File: config.mk
export PLATFORM = sky130hd
export DESIGN_NAME = seg7_scan_mux
export DESIGN_NICKNAME = d
export VERILOG_FILES = /design/src/rtl/seg7_pkg.sv /design/src/rtl/seg7_hex_decode.sv /design/src/rtl/seg7_scan_mux.sv
export SDC_FILE = /design/constraint.sdc
export NUM_CORES = 1
export LEC_CHECK = 0
export CORE_ASPECT_RATIO = 1.75
export CORE_MARGIN = 2
export CORE_UTILIZATION = 51
export CTS_CLUSTER_SIZE = 20
export DETAILED_ROUTE_END_ITERATION = 10
export PLACE_DENSITY = 0.75
export SYNTH_ARGS = -nofsm -noshare
export SYNTH_HDL_FRONTEND = slang
export SYNTH_SLANG_ARGS = --single-unit
File: constraint.sdc
create_clock -name iCLK -period 1.93 [get_ports iCLK]
set_input_delay 0.386 -clock iCLK [delete_from_list [all_inputs] [get_ports iCLK]]
set_output_delay 0.386 -clock iCLK [all_outputs]
set_load 0.01 [all_outputs]
File: src/rtl/seg7_pkg.sv
// Purpose: shared glyph table, blank glyph and scan-state type for the 7-segment scan multiplexer.
// Latency: none (constants and types only).
// Backpressure: none.
package seg7_pkg;

    // Active-low glyph with every segment dark. Bit order is g..a, so bit 0 is segment a.
    localparam logic [6:0] SEG_BLANK = 7'b1111111;

    // Active-low hex glyphs, bit order g..a. Element 0 is the rightmost entry, so the list runs F down to 0.
    localparam logic [15:0][6:0] HEX_SEG = {
        7'b0001110,  // F
        7'b0000110,  // E
        7'b0100001,  // d
        7'b1000110,  // C
        7'b0000011,  // b
        7'b0001000,  // A
        7'b0011000,  // 9
        7'b0000000,  // 8
        7'b1111000,  // 7
        7'b0000010,  // 6
        7'b0010010,  // 5
        7'b0011001,  // 4
        7'b0110000,  // 3
        7'b0100100,  // 2
        7'b1111001,  // 1
        7'b1000000   // 0
    };

    typedef enum logic [1:0] {
        IDLE  = 2'd0,
        DEAD  = 2'd1,
        DRIVE = 2'd2
    } scanState_t;

endpackage

File: src/rtl/seg7_hex_decode.sv
// Purpose: combinational lookup from a hex nibble to its active-low 7-segment glyph.
// Latency: 0 cycles (pure combinational).
// Backpressure: none.
// Ports: nibble = hex digit in; seg = active-low glyph out, bit order g..a.
module seg7_hex_decode
    import seg7_pkg::*;
(
    input  logic [3:0] nibble,
    output logic [6:0] seg
);

    assign seg = HEX_SEG[nibble];

endmodule

File: src/rtl/seg7_scan_mux.sv
// Purpose: time-multiplexed driver for a 7-segment display, with double-buffered content, leading-zero blanking and blink.
// Latency: outputs are registered and lag the internal scan state by 1 cycle. iEN=0 or reset forces outputs dark at the next edge.
// Backpressure: none. iLOAD is always accepted, and the most recent load is shown from the next frame boundary.
// Ports: iCLK/iRST_N = clock and synchronous active-low reset; iEN = display enable; iLOAD with iVALUE/iDP/iBLINK/iLZB = content load.
//        oSEG/oSEG_DP/oDIG = active-low segment, decimal-point and digit drives; oFRAME = pulse on the first cycle of digit 0's slot.
module seg7_scan_mux
    import seg7_pkg::*;
#(
    parameter int DIGITS       = 4,
    parameter int SCAN_DIV     = 50000,
    parameter int DEAD_CYC     = 2,
    parameter int BLINK_FRAMES = 64
) (
    input  logic                  iCLK,
    input  logic                  iRST_N,
    input  logic                  iEN,
    input  logic                  iLOAD,
    input  logic [4*DIGITS-1:0]   iVALUE,
    input  logic [DIGITS-1:0]     iDP,
    input  logic [DIGITS-1:0]     iBLINK,
    input  logic                  iLZB,
    output logic [6:0]            oSEG,
    output logic                  oSEG_DP,
    output logic [DIGITS-1:0]     oDIG,
    output logic                  oFRAME
);

    localparam int PW = $clog2(SCAN_DIV);
    localparam int IW = (DIGITS > 1) ? $clog2(DIGITS) : 1;
    localparam int FW = $clog2(2 * BLINK_FRAMES);

    localparam logic [PW-1:0] PRESC_LAST = PW'(SCAN_DIV - 1);
    localparam logic [PW-1:0] PRESC_DEAD = PW'(DEAD_CYC);
    localparam logic [IW-1:0] IDX_LAST   = IW'(DIGITS - 1);
    localparam logic [FW-1:0] FRAME_LAST = FW'(2 * BLINK_FRAMES - 1);
    localparam logic [FW-1:0] BLINK_HALF = FW'(BLINK_FRAMES);

    // With no dead time a slot starts directly in DRIVE.
    localparam scanState_t SLOT_START = (DEAD_CYC == 0) ? DRIVE : DEAD;

    typedef struct packed {
        logic [4*DIGITS-1:0] value;
        logic [DIGITS-1:0]   dp;
        logic [DIGITS-1:0]   blink;
        logic                lzb;
    } frameData_t;

    scanState_t       state;
    logic [PW-1:0]    presc;
    logic [IW-1:0]    idx;
    logic [FW-1:0]    frameCnt;

    frameData_t       dispData;
    frameData_t       pendData;
    logic             pendFlag;

    frameData_t       loadData;
    logic             running;
    logic             frameEnd;
    logic [3:0]       curNibble;
    logic [6:0]       hexSeg;
    logic [DIGITS-1:0] zeroFromTop;
    logic             lzBlank;
    logic             blinkOff;

    assign loadData = '{value: iVALUE, dp: iDP, blink: iBLINK, lzb: iLZB};
    assign running  = (state != IDLE);
    // Last cycle of the frame. The display buffer may only change here, so a frame never shows two different values.
    assign frameEnd = iEN && running && (presc == PRESC_LAST) && (idx == IDX_LAST);

    //------------------------------------------------------------------
    // Double buffer: loads land in pending and are promoted at frame end.
    // A load on the frame-end cycle goes straight to the display buffer.
    //------------------------------------------------------------------
    always_ff @(posedge iCLK) begin
        if (!iRST_N) begin
            dispData <= '0;
            pendData <= '0;
            pendFlag <= 1'b0;
        end else if (frameEnd) begin
            if (iLOAD) begin
                dispData <= loadData;
            end else if (pendFlag) begin
                dispData <= pendData;
            end
            pendFlag <= 1'b0;
        end else if (iLOAD) begin
            pendData <= loadData;
            pendFlag <= 1'b1;
        end
    end

    //------------------------------------------------------------------
    // Glyph selection for the digit currently being scanned.
    //------------------------------------------------------------------
    assign curNibble = dispData.value[{idx, 2'b00} +: 4];

    seg7_hex_decode uHexDecode (
        .nibble (curNibble),
        .seg    (hexSeg)
    );

    // Bit k is set when nibble k and every nibble above it are zero.
    always_comb begin
        zeroFromTop = '0;
        for (int k = 0; k < DIGITS; k++) begin
            zeroFromTop[k] = ((dispData.value >> (4 * k)) == '0);
        end
    end

    // Digit 0 is never blanked, so a value of zero still shows a single 0.
    assign lzBlank  = dispData.lzb && (idx != '0) && zeroFromTop[idx];
    assign blinkOff = dispData.blink[idx] && (frameCnt >= BLINK_HALF);

    //------------------------------------------------------------------
    // Scan FSM with registered outputs. Outputs are derived from the current state, which gives the one-cycle lag.
    // The frame counter advances on the edge that starts a new frame, so the first frame after enable uses count 0.
    //------------------------------------------------------------------
    always_ff @(posedge iCLK) begin
        if (!iRST_N || !iEN) begin
            state    <= IDLE;
            presc    <= '0;
            idx      <= '0;
            frameCnt <= '0;
            oSEG     <= SEG_BLANK;
            oSEG_DP  <= 1'b1;
            oDIG     <= '1;
            oFRAME   <= 1'b0;
        end else begin
            oFRAME <= running && (presc == '0) && (idx == '0);
            if (state == DRIVE) begin
                oDIG    <= ~(DIGITS'(1) << idx);
                oSEG    <= (lzBlank || blinkOff) ? SEG_BLANK : hexSeg;
                oSEG_DP <= blinkOff ? 1'b1 : ~dispData.dp[idx];
            end else begin
                oDIG    <= '1;
                oSEG    <= SEG_BLANK;
                oSEG_DP <= 1'b1;
            end

            case (state)
                IDLE: begin
                    presc <= '0;
                    idx   <= '0;
                    state <= SLOT_START;
                end
                default: begin
                    if (presc == PRESC_LAST) begin
                        presc <= '0;
                        state <= SLOT_START;
                        if (idx == IDX_LAST) begin
                            idx      <= '0;
                            frameCnt <= (frameCnt == FRAME_LAST) ? '0 : frameCnt + 1'b1;
                        end else begin
                            idx <= idx + 1'b1;
                        end
                    end else begin
                        presc <= presc + 1'b1;
                        if ((presc + 1'b1) == PRESC_DEAD) begin
                            state <= DRIVE;
                        end
                    end
                end
            endcase
        end
    end

endmodule

==> metrics <==
sink of the worst hold path pendData[17]; top_reg_cell synth dfxtp_1; Worst Max-Slew Pin Slew 0.865 ns; fmax 480 MHz; asr flop ratio synth 0%; Final HPWL DP 7460 um; startpoint types register; num ports 42; Avg WL per Cell 18.0 um; Final Setup Violations 49; DRT antenna net count 0; final cycle utilization of the critical path 108%; Iteration-0 DRC Markers 227; first-pass GRT wire length 17200 um; Worst-path clk slew 0.06 ns; synthesized area per cell 8.98 um2; WP buf/inv 1; area of the multi-input gates 2640 um2; ANT cells 0; failing checks negative setup slack; TritonCTS clock tree built; Worst Reg-to-Reg Cells 7; largest net degree at the start of global routing 77; max-capacitance violation count 0; Yosys top cell by area dfxtp_1; top cells by area, synth dfxtp_1, mux2i_1, nand2_1, o211a_1, nand3_1; setup ws final -0.153 ns; max-slew violations 0; Req. time, crit path 2.17 ns; reg-to-reg endpoint dispData[13]; iteration count of the initial detailed-routing pass 4; r2r setup slk -0.15 ns; Yosys warning count 0; gr usage total 23.6%; CP delay by family, top simple AND/OR/NAND/NOR gates; mux cell area share after synthesis 9.96%; simple-gate share of the synthesized area 21.0%; routed vias/inst 5.82; flops & latches, synth 91; proportion of power drawn by combinational gates 7.7%; arrival time worst endpoint 2.32 ns; final-report hold violation count 0; Synth-to-Final Area Change 41.8%; Clock Skew 0.00802 ns; Worst path slowest cell nor4bb_4; CORE AREA 8310 um2; count leader, synth dfxtp_1; fraction of layout cells with a size suffix above 1 29.3%; vias in the first global route 3787; final WL 12600 um; Yosys cell types 51; Int Power 0.00307 W; worst vdd ir 469 uV; setup TNS -2.82 ns; initial cell density of the core 52.7%; grt total ovfl 0; largest family of logic cells by synthesized area simple AND/OR/NAND/NOR gates; cells along the critical path nor4_4 > nand2_2 > nor4bb_4 > o211a_4 > buf_12 > nand2_1 > o211a_1; Clock Sinks 91; sw frac 23.3%; WHS Path Cells 2; complex-gate fraction of the synthesized area 14.9%; Cell Area, Synth 4380 um2; area fraction of the dominant cell type after synthesis 41.6%; clock network power share 44.0%; site row count 44; die area 9380 um2; via count 4092; CP Max Fanout 7; EDFF count, synth 0; sequential area share after synthesis 41.6%; pwr/cell area 643 nW/um2; Synthesized Nets 530; Reg area 1830 um2; Final GP Congestion 0.862; drt drc 0; die extent in y 127 um; htree depth 3; P_leak 2.68 nW; fin nets 625; net switching power 0.000933 W; Hold/Removal Path Class reg -> reg; antenna violations before repair 0; Die Wd 74.1 um; Post-synth top cells dfxtp_1, nand2_1, nand3_1; RSZ-0062 raised after global routing yes; clock buffer depth 2; Largest stage delay, worst path 0.39 ns; CTS root buffer clkbuf_16; CTS buffer count 9; Synth Instances 488; Worst-Skew Late Latency 0.35 ns; total power 0.00400 W; element type at the critical path end register; kind of critical path reg -> reg; Fillers 548; Flop pwr share 48.3%; Rel. slew slack 42.3%; XOR/XNOR share of the synthesized area 3.60%; PortBufs 41; FF-to-FF Start presc[13]; Post-Synth Adder-Cell Area 3.71%; Worst Hold Launch pendData[17]; crit path time final 2.08 ns; outcome finished, violations left
## power groups by stage
stage / Clock (W) / Combinational [W] / Sequential, W
after floorplan: 0 / 0.000120 / 0.00197
after global placement: 0 / 0.000226 / 0.00197
after detailed placement: 0 / 0.000233 / 0.00197
after CTS: 0.00175 / 0.000235 / 0.00193
after global routing: 0.00185 / 0.000332 / 0.00193
final: 0.00176 / 0.000310 / 0.00193
## worst max-delay path by stage
stage	from	endpoint	slack (ns)	cells past startpoint
2_1_floorplan	idx[0]	oSEG[3]	0.008	8
3_3_place_gp	presc[13]	dispData[23]	-0.23	8
3_5_place_dp	presc[13]	dispData[23]	-0.26	8
4_1_cts	presc[4]	state[0]	-0.07	6
5_1_grt	idx[0]	oSEG[4]	-0.29	9
6_report	presc[13]	dispData[13]	-0.15	7
## what timing repair did
item,CTS,global route
endpoints found under the setup margin,61,61
gates cloned,1,11
hold buffers,0,0
resized for setup,11,94
pin swaps,5,19
buffers inserted,4,3
## layout make-up
| type | instances | area share, % |
|---|---|---|
| Clock buffer | 12 | 3.80 |
| Clock inverter | 4 | 0.825 |
| Inverter | 11 | 0.664 |
| Multi-Input combinational cell | 350 | 42.5 |
| Sequential cell | 91 | 29.5 |
| Tap cell | 115 | 2.31 |
| Timing Repair Buffer | 120 | 20.4 |
## cells in the final DEF (no fill, tap or decap), types with 10 or more instances in the layout
| cell | count |
|---|---|
| o21ai_1 | 21 |
| o211a_1 | 25 |
| buf_4 | 57 |
| clkbuf_16 | 16 |
| nand3_2 | 24 |
| nand3_1 | 13 |
| a21oi_1 | 13 |
| nand2_2 | 12 |
| o21ai_0 | 10 |
| mux2i_1 | 29 |
| ha_1 | 11 |
| clkdlybuf4s50_1 | 40 |
| dfxtp_1 | 84 |
| nand2_1 | 61 |
| xor2_1 | 10 |
| nor2_1 | 27 |
## worst min-delay path: stages, from the launching register on
cell and delay [ns]:
dfxtp_1 0.31, nand2_1 0.05, o21ai_1 0.05
## state kept, by name, summed over array words and instances, names as in the netlist
| signal | cells |
|---|---|
| pendData | 25 |
| idx | 2 |
| oSEG | 7 |
| oDIG | 4 |
| state | 2 |
| oFRAME | 1 |
| dispData | 25 |
| presc | 16 |
| oSEG_DP | 1 |
| pendFlag | 1 |
| frameCnt | 7 |
## through the flow
stage / setup slack (ns) / utilization, % / hold slack [ns] / std cells / instance area, um2
after floorplan: 0.00781 / - / 0.428 / 488 / 4400
after detailed placement: -0.264 / 63.6 / 0.444 / 669 / 5290
after CTS: -0.0690 / 68.2 / 0.452 / 690 / 5670
final: -0.153 / 74.8 / 0.448 / 703 / 6220
after global placement: -0.231 / 63.6 / 0.436 / 669 / 5290
after global routing: -0.290 / 74.8 / 0.468 / 703 / 6220
## routing by layer
layer	up-vias	global-route usage [%]	wire, um
met5	-	0	0
met4	0	14.5	605
met3	53	3.89	457
met2	129	42.3	7000
met1	1984	24.4	4560
li1	1926	-	-
## logic make-up (layout without fill, tap and decap cells)
logic type | count (synthesis) | count (layout)
AOI/OAI and AO/OA | 92 | 92
buffers and inverters | 47 | 147
xor gates and xnor gates | 18 | 18
adders and majority gates | 13 | 13
muxes | 36 | 36
DFF | 91 | 91
and+or+nand+nor | 191 | 191
(Power assumes the default switching activity.)
